`src/rtl/core_pkg.sv`:
```
// Shared definitions for the instruction loader and its UART receiver.
package core_pkg;

    // 100 MHz system clock divided down to 115200 baud.
    localparam int CLK_PER_BIT_DEFAULT = 868;

    // Loader progress through the length header and the word payload.
    typedef enum logic [2:0] {
        ST_LEN_HI,
        ST_LEN_LO,
        ST_WORD,
        ST_DONE,
        ST_ERR
    } loader_state_t;

endpackage

```
`src/rtl/uart_rx.sv`:
```
// 8N1 UART receiver: synchronizer, mid-bit sampling timer and stop-bit check.
module uart_rx
    import core_pkg::*;
#(
    parameter int CLK_PER_BIT = CLK_PER_BIT_DEFAULT
) (
    input  logic       clk,
    input  logic       rst,
    input  logic       rxd,
    output logic       byte_valid,
    output logic [7:0] byte_data,
    output logic       frame_err
);

    localparam int TW = $clog2(CLK_PER_BIT);
    localparam logic [TW-1:0] HALF_M1 = TW'(CLK_PER_BIT / 2 - 1);
    localparam logic [TW-1:0] FULL_M1 = TW'(CLK_PER_BIT - 1);

    logic          sync1, sync2, rx_prev, armed;
    logic [1:0]    fill;
    logic          active;
    logic [3:0]    bit_idx;
    logic [TW-1:0] timer;
    logic [7:0]    shreg;

    // Synchronize RXD and arm start detection only once a real high has been seen.
    always_ff @(posedge clk) begin
        // NOTE: non-blocking assignments keep sync1->sync2->rx_prev a true shift chain;
        // blocking ones would collapse the flops into wires within one edge.
        if (rst) begin
            sync1   <= 1'b1;
            sync2   <= 1'b1;
            rx_prev <= 1'b1;
            fill    <= 2'b00;
            armed   <= 1'b0;
        end else begin
            sync1   <= rxd;
            sync2   <= sync1;
            rx_prev <= sync2;
            fill    <= {fill[0], 1'b1};
            // sync2 holds a real line sample only once fill[1] is set.
            if (fill[1] && sync2)
                armed <= 1'b1;
        end
    end

    // Bit timer: start recheck at half a bit, then data and stop at full-bit spacing.
    always_ff @(posedge clk) begin
        byte_valid <= 1'b0;
        frame_err  <= 1'b0;
        if (rst) begin
            active    <= 1'b0;
            bit_idx   <= 4'd0;
            timer     <= '0;
            shreg     <= 8'h00;
            byte_data <= 8'h00;
        end else if (!active) begin
            if (armed && rx_prev && !sync2) begin
                active  <= 1'b1;
                timer   <= HALF_M1;
                bit_idx <= 4'd0;
            end
        end else if (timer != '0) begin
            timer <= timer - 1'b1;
        end else begin
            timer <= FULL_M1;
            if (bit_idx == 4'd0) begin
                // A start bit gone high by mid-bit was a glitch: drop it silently.
                if (sync2)
                    active <= 1'b0;
                else
                    bit_idx <= 4'd1;
            end else if (bit_idx <= 4'd8) begin
                shreg   <= {sync2, shreg[7:1]};
                bit_idx <= bit_idx + 1'b1;
            end else begin
                active <= 1'b0;
                if (sync2) begin
                    byte_valid <= 1'b1;
                    byte_data  <= shreg;
                end else begin
                    frame_err <= 1'b1;
                end
            end
        end
    end

endmodule

```
`src/rtl/inst_loader.sv`:
```
// Loads a length-prefixed, big-endian instruction stream from UART into instruction memory.
module inst_loader
    import core_pkg::*;
#(
    parameter int CLK_PER_BIT = CLK_PER_BIT_DEFAULT,
    parameter int DEPTH       = 44,
    parameter int ADDR_W      = 6
) (
    input  logic              CLK,
    input  logic              RST,
    input  logic              RXD,
    output logic              IMEM_WE,
    output logic [ADDR_W-1:0] IMEM_ADDR,
    output logic [31:0]       IMEM_WDATA,
    output logic              BUSY,
    output logic              DONE,
    output logic              ERR
);

    loader_state_t     state, next_state;
    logic              rx_valid, rx_ferr;
    logic [7:0]        rx_data;
    logic [7:0]        len_hi;
    logic [15:0]       n_words;
    logic [ADDR_W-1:0] n_last, word_idx;
    logic [1:0]        byte_cnt;
    // Only three earlier bytes are ever needed: the fourth completes the word.
    logic [23:0]       asm_word;
    logic              word_last;

    uart_rx #(.CLK_PER_BIT(CLK_PER_BIT)) u_rx (
        .clk        (CLK),
        .rst        (RST),
        .rxd        (RXD),
        .byte_valid (rx_valid),
        .byte_data  (rx_data),
        .frame_err  (rx_ferr)
    );

    assign n_words   = {len_hi, rx_data};
    assign word_last = (word_idx == n_last);

    // State register.
    always_ff @(posedge CLK) begin
        if (RST) state <= ST_LEN_HI;
        else     state <= next_state;
    end

    // Next-state decode; DONE and ERR hold until reset.
    always_comb begin
        // NOTE: the default on the first line covers every path through the case,
        // so no branch can leave next_state unassigned and infer a latch.
        next_state = state;
        case (state)
            ST_LEN_HI: begin
                if (rx_ferr)       next_state = ST_ERR;
                else if (rx_valid) next_state = ST_LEN_LO;
            end
            ST_LEN_LO: begin
                if (rx_ferr) next_state = ST_ERR;
                else if (rx_valid) begin
                    if (n_words == 16'd0)            next_state = ST_DONE;
                    else if (n_words > 16'(DEPTH))   next_state = ST_ERR;
                    else                             next_state = ST_WORD;
                end
            end
            ST_WORD: begin
                if (rx_ferr) next_state = ST_ERR;
                else if (rx_valid && byte_cnt == 2'd3 && word_last)
                    next_state = ST_DONE;
            end
            default: next_state = state;
        endcase
    end

    // Header capture, word assembly and the one-cycle memory write strobe.
    always_ff @(posedge CLK) begin
        IMEM_WE <= 1'b0;
        if (RST) begin
            IMEM_ADDR  <= '0;
            IMEM_WDATA <= 32'h0;
            len_hi     <= 8'h00;
            n_last     <= '0;
            word_idx   <= '0;
            byte_cnt   <= 2'd0;
            asm_word   <= 24'h0;
        end else if (rx_valid) begin
            case (state)
                ST_LEN_HI: len_hi <= rx_data;
                ST_LEN_LO: begin
                    n_last   <= ADDR_W'(n_words - 16'd1);
                    word_idx <= '0;
                    byte_cnt <= 2'd0;
                end
                ST_WORD: begin
                    asm_word <= {asm_word[15:0], rx_data};
                    byte_cnt <= byte_cnt + 1'b1;
                    if (byte_cnt == 2'd3) begin
                        IMEM_WE    <= 1'b1;
                        IMEM_ADDR  <= word_idx;
                        IMEM_WDATA <= {asm_word, rx_data};
                        word_idx   <= word_idx + 1'b1;
                    end
                end
                default: ;
            endcase
        end
    end

    assign BUSY = (state == ST_LEN_LO) || (state == ST_WORD);
    assign DONE = (state == ST_DONE);
    assign ERR  = (state == ST_ERR);

endmodule

```
`config.mk`:
```
export PLATFORM = sky130hd
export DESIGN_NAME = inst_loader
export DESIGN_NICKNAME = d
export VERILOG_FILES = /design/src/rtl/core_pkg.sv /design/src/rtl/uart_rx.sv /design/src/rtl/inst_loader.sv
export SDC_FILE = /design/constraint.sdc
export NUM_CORES = 1
export LEC_CHECK = 0
export ABC_AREA = 1
export CORE_UTILIZATION = 41
export CTS_CLUSTER_DIAMETER = 40
export DETAILED_ROUTE_END_ITERATION = 12
export HOLD_SLACK_MARGIN = 0.08
export SLEW_MARGIN = 10
export SYNTH_ARGS = -nofsm -noshare
export SYNTH_HDL_FRONTEND = slang
export SYNTH_HIERARCHICAL = 1
export SYNTH_SLANG_ARGS = --single-unit
```
`constraint.sdc`:
```
create_clock -name CLK -period 1.7 [get_ports CLK]
set_input_delay 0.255 -clock CLK [delete_from_list [all_inputs] [get_ports CLK]]
set_output_delay 0.255 -clock CLK [all_outputs]
set_load 0.02 [all_outputs]
```
# After elaboration in Yosys (flattened, before gate mapping)
# Cells that the tools add are included.
[op_classes]
addsub = 5
n_lt_le_gt_ge = 2
n_eq_ne = 13
muxes = 30
n_bitwise = 6
n_reduce_logical = 26
[ops]
columns = ["operator", "count"]
rows = [
  ["10-bit 2-to-1 mux", 3],
  ["3-bit 2-to-1 mux", 8],
  ["4-bit 2-to-1 mux", 6],
  ["16-bit by 6-bit > comparator with 1-bit output, second input constant", 1],
  ["16-bit zero test", 1],
  ["6-bit one-hot mux with 2 select lines", 1],
  ["4-bit AND reduction", 3],
  ["10-bit nonzero test", 1],
  ["10-bit by 1-bit subtractor with 10-bit output, second input constant", 1],
  ["1-bit 2-to-1 mux", 9],
  ["3-bit one-hot mux with 3 select lines", 1],
  ["2-bit AND reduction", 4],
  ["6-bit by 1-bit adder with 6-bit output, second input constant", 1],
  ["3-bit by 2-bit == test with 1-bit output, second input constant", 2],
  ["6-bit == test", 1],
  ["6-bit 2-to-1 mux", 1],
  ["3-bit by 1-bit inequality test with 1-bit output, second input constant", 2],
  ["3-bit inequality test, second input constant", 2],
  ["1-bit NOT", 6],
  ["3-bit AND reduction", 2],
  ["6-bit by 1-bit subtractor with 6-bit output, second input constant", 1],
  ["1-bit logical AND", 5],
  ["5-bit AND reduction", 1],
  ["5-bit OR reduction", 1],
  ["other kinds (16)", 18],
]
[totals]
regBits = 127
in_bits = 3
output_inout_bits = 42

# Longest topological paths before layout
[depth]
ltp_word = 6
mapped_depth = 10
mapped_depth_nobuf = 10

# Modules after synthesis
# The synthesis kept the hierarchy.
[by_module_without_submodules]
columns = ["mod", "instances", "cells_per_inst", "area_per_inst_um2"]
rows = [
  ["inst_loader", 1, 455, 3589.7],
  ["uart_rx", 1, 272, 1870.5],
]

# Least setup slack after synthesis
# OpenSTA, ideal clock, no wires.
[synth_timing]
kind = "flip-flop to flip-flop"
startpoint = "register u_rx.timer[0]"
endpoint = "register u_rx.byte_data[5]"
setup_ps = 112
arrival_ps = 1425
required_time_ps = 1588
slack_ps = 163
stages_incl_launch_ff = 11
path_buffers = 1
period_less_slack_ps = 1537
path_cell_list = "dfxtp_1 inv_1 ha_1 nand3_2 nor2_4 nand2_4 nor2_8 buf_6 nand3_1 nand2_1 nor2_1"
[synth_between]
elab_chain_len = 3
[synth_rtl]
columns = ["element", "line", "source"]
rows = [
  ["start: declaration", "uart_rx.sv:23", "logic [TW-1:0] timer;"],
  ["start signal: assignment", "uart_rx.sv:64", "timer <= timer - 1'b1;"],
  ["10-bit nonzero test", "uart_rx.sv:63", "end else if (timer != '0) begin"],
  ["1-bit NOT (no source line)", "n/a", ""],
  ["5-bit AND reduction (no source line)", "n/a", ""],
  ["end signal: assignment", "uart_rx.sv:80", "byte_data <= shreg;"],
  ["end: declaration", "uart_rx.sv:11", "output logic [7:0] byte_data,"],
]
# No other way between the ends.
# A chain may end at the register's enable or synchronous reset.

# Worst setup path after layout
[layout_timing]
startpoint = "register IMEM_WDATA[8]"
endpoint = "output port IMEM_WDATA[8]"
[layout_lines]
columns = ["element", "line", "source"]
rows = [
  ["start: declaration", "inst_loader.sv:14", "output logic [31:0] IMEM_WDATA,"],
  ["start signal: assignment", "inst_loader.sv:101", "IMEM_WDATA <= {asm_word, rx_data};"],
]
# No word-level cell between the ends.

==> summary.md <==
| Metric | Value |
|---|---|
| H-tree levels | 4 |
| Num CTS Buffers | 17 |
| Max_cap viols | 0 |
| Library cells used by synthesis | 43 |
| Met2 Use GR | 0.295 |
| Clk root buf | clkbuf_16 |
| Maximum clock path buffer count | 2 |
| Worst-margin pin slew | 0.507 ns |
| Clk Latency, worst-skew pair | 0.41 ns |
| Synth-to-layout area growth | 23.6% |
| Req. time, crit path | 1.44 ns |
| WL/cell | 12.5 um |
| Initial drt markers | 390 |
| Seq/Total Area, Yosys | 0.466 |
| Vias in the first global route | 4376 |
| Crit-path cells | clkdlybuf4s50_1 |
| Leak pwr | 3.03 nW |
| Maximum VDD drop | 1.36 mV |
| Final core occ | 0.526 |
| Arrival @ worst endpoint | 1.38 ns |
| Initial DRT Pass Iterations | 6 |
| Initial core utilization | 0.426 |
| FP Rows | 41 |
| Met1 Track Usage GR | 0.243 |
| Biggest area consumer among synthesized cells | dfxtp_1 |
| Share of Yosys cell area claimed by the top area cell type | 0.466 |
| Worst hold path type | in2reg |
| Antenna diodes | 0 |
| All-Layer GR Usage | 0.186 |
| Yosys warns | 6 |
| Gr busiest metal | met2 |
| P per Cell Area | 1060 mW/mm2 |
| GRT overflow | 0 |
| CP Launch Type | flip-flop |
| Die height | 117 um |
| Cells after synthesis | 727 |
| Post-Syn Nets | 737 |
| Slew HR | 0.661 |
| Crit path max fanout | 2 |
| Port Buffer Count | 44 |
| WS Path Type | reg2out |
| Vias per cell | 4.83 |
| GR met3 Demand/Resource | 0.0545 |
| Period utilisation layout | 0.963 |
| Core Region | 0.0128 mm2 |
| Final Skew | 0.00824 ns |
| Pin count of the biggest net entering global routing | 34 |
| Slowest stage cell, crit path | clkdlybuf4s50_1 |
| Antenna violations before repair | 0 |
| Die W | 117 um |
| Placer Congestion | 0.830 |
| Cts hold-fix bufs | 0 |
| Post-DRT Antenna Nets | 0 |
| FF+latch count, synth | 127 |
| Number of remaining DRC errors | 0 |
| Slew Limit Fails | 0 |
| Post-layout nets | 792 |
| Outcome | finished clean |
| # IOs | 45 |
| Min Hold Slack | 0.407 ns |
| Final HPWL DP | 8390 um |
| Final WS setup | 0.0625 ns |
| Wirelength, routed | 12100 um |
| Fin crit period | 1.64 ns |
| Setup violators final | 0 |
| TritonCTS clock tree | yes |
| Via count | 4672 |
| Max incr delay on CP | 0.62 ns |
| Die area | 0.0138 mm2 |
| Bufs and invs on worst path | 1 |
| CP endpoint kind | primary output |
| Placement Setup Slack | 0.0532 ns |
| Sink Count | 127 |
| Most frequent cells in the layout | nor2_1 (138), nand2_1 (133), dfxtp_1 (125) |
| First-pass GRT wire length | 20800 um |
| Avg Cell Area, Syn | 7.51 um2 |
| Most common cell after layout, fill and taps aside | nor2_1 |
| Fin. Hold Viols | 0 |
| Max Clk Rate | 0.611 GHz |
| Cell Area, Synth | 0.00546 mm2 |
| Share of layout cells above drive strength 1 | 0.125 |
| Cell family with most CP delay | buffers and inverters |
| CTS clk-pin slew, worst paths | 0.06 ns |
| Largest cells by area after synthesis | dfxtp_1 (47%), nor2_1 (9.5%), nand2_1 (9.2%), nand3_1 (6.4%), o21ai_0 (5.1%) |
## power breakdown
part	internal (mW)	total, mW	leakage [nW]	switching, mW
sequential	3.00	3.01	1.03	0.0171
combinational	0.112	0.316	1.71	0.205
clock	2.36	3.82	0.300	1.46
total	5.47	7.15	3.03	1.68
## final timing paths
kind | depth (start not counted) | to | start | slack, ns
worst max-delay path | 1 | IMEM_WDATA[8] | IMEM_WDATA[8]$_SDFFE_PP0P_ | 0.06
worst min-delay path | 2 | u_rx/sync1$_SDFF_PP1_ | RXD | 0.41
worst max register to register | 11 | u_rx/bit_idx[0]$_SDFFE_PP0P_ | u_rx/timer[1]$_SDFFE_PP0N_ | 0.14
worst min register to register | 2 | u_rx/fill[1]$_SDFF_PP0_ | u_rx/fill[0]$_DFF_P_ | 0.41
## layout make-up
| cell class | instances | area [um2] |
|---|---|---|
| clock inverter | 15 | 198 |
| timing repair buffer | 63 | 612 |
| inverter | 67 | 267 |
| tap | 172 | 215 |
| sequential | 127 | 2540 |
| fill | 1263 | 6080 |
| multi-input combinational | 506 | 2490 |
| clock buffer | 17 | 425 |
## cells in the mapped netlist
master / number
a211oi_1: 2
xnor2_1: 1
inv_2: 10
o21a_1: 1
o21ai_2: 1
o21ai_1: 10
inv_8: 1
inv_4: 2
nor2_2: 1
clkbuf_1: 6
o21ai_0: 56
dfxtp_1: 127
ha_1: 7
clkbuf_4: 1
nor4_1: 2
a21oi_1: 41
nand2_4: 3
nand2_2: 4
o21bai_1: 1
buf_1: 1
o31ai_1: 1
nor2_4: 2
buf_8: 1
or2_2: 3
nand4_1: 3
o21bai_4: 1
nor3b_1: 1
buf_2: 9
xor2_1: 4
nor3_4: 3
nor2_1: 138
nand3_1: 70
inv_1: 53
clkinv_1: 1
nor3_1: 6
buf_12: 2
nor2_8: 4
nand3_2: 2
a31oi_1: 3
nand2_1: 134
buf_6: 1
nand3_4: 1
buf_4: 6
## metrics by stage
step	total power [mW]	std cells	TNS, ns	cell area [um2]
after floorplan	3.30	727	0	5460
after global placement	3.38	934	0	6100
after detailed placement	3.38	934	0	6100
after CTS	7.21	966	0	6720
after global routing	7.41	967	-0.00714	6750
final	7.15	967	0	6750
## state kept, by name (all words and copies together) (netlist names), 2 cells and up
name            flops
n_last              6
IMEM_ADDR           6
u_rx/shreg          8
len_hi              8
u_rx/byte_data      8
state               3
u_rx/fill           2
byte_cnt            2
word_idx            6
u_rx/bit_idx        4
u_rx/timer         10
IMEM_WDATA         32
asm_word           24
## repair_timing
action / 4_1_cts / 5_1_grt
cloned: 0 / 0
setup buffers: 0 / 1
pin swaps: 0 / 5
endpoints found under the hold margin: 0 / 0
endpoints found under the setup margin: 3 / 32
resized for setup: 4 / 19
## layer usage
| layer | wire length [um] | vias up |
|---|---|---|
| met5 | 0 | - |
| met4 | 95 | 0 |
| met3 | 417 | 10 |
| met2 | 5720 | 81 |
| met1 | 5860 | 2122 |
| li1 | - | 2459 |
## cell families (layout without fill, tap and decap cells)
logic type / after synthesis / in the layout / synth area share
simple gates: 377 / 377 / 0.314
flops: 127 / 127 / 0.466
compound gates: 117 / 117 / 0.113
buf+inv: 94 / 162 / 0.0832
fa+ha+maj: 7 / 7 / 0.0160
xor+xnor: 5 / 5 / 0.00802
Power figures use the tool's default switching activity.
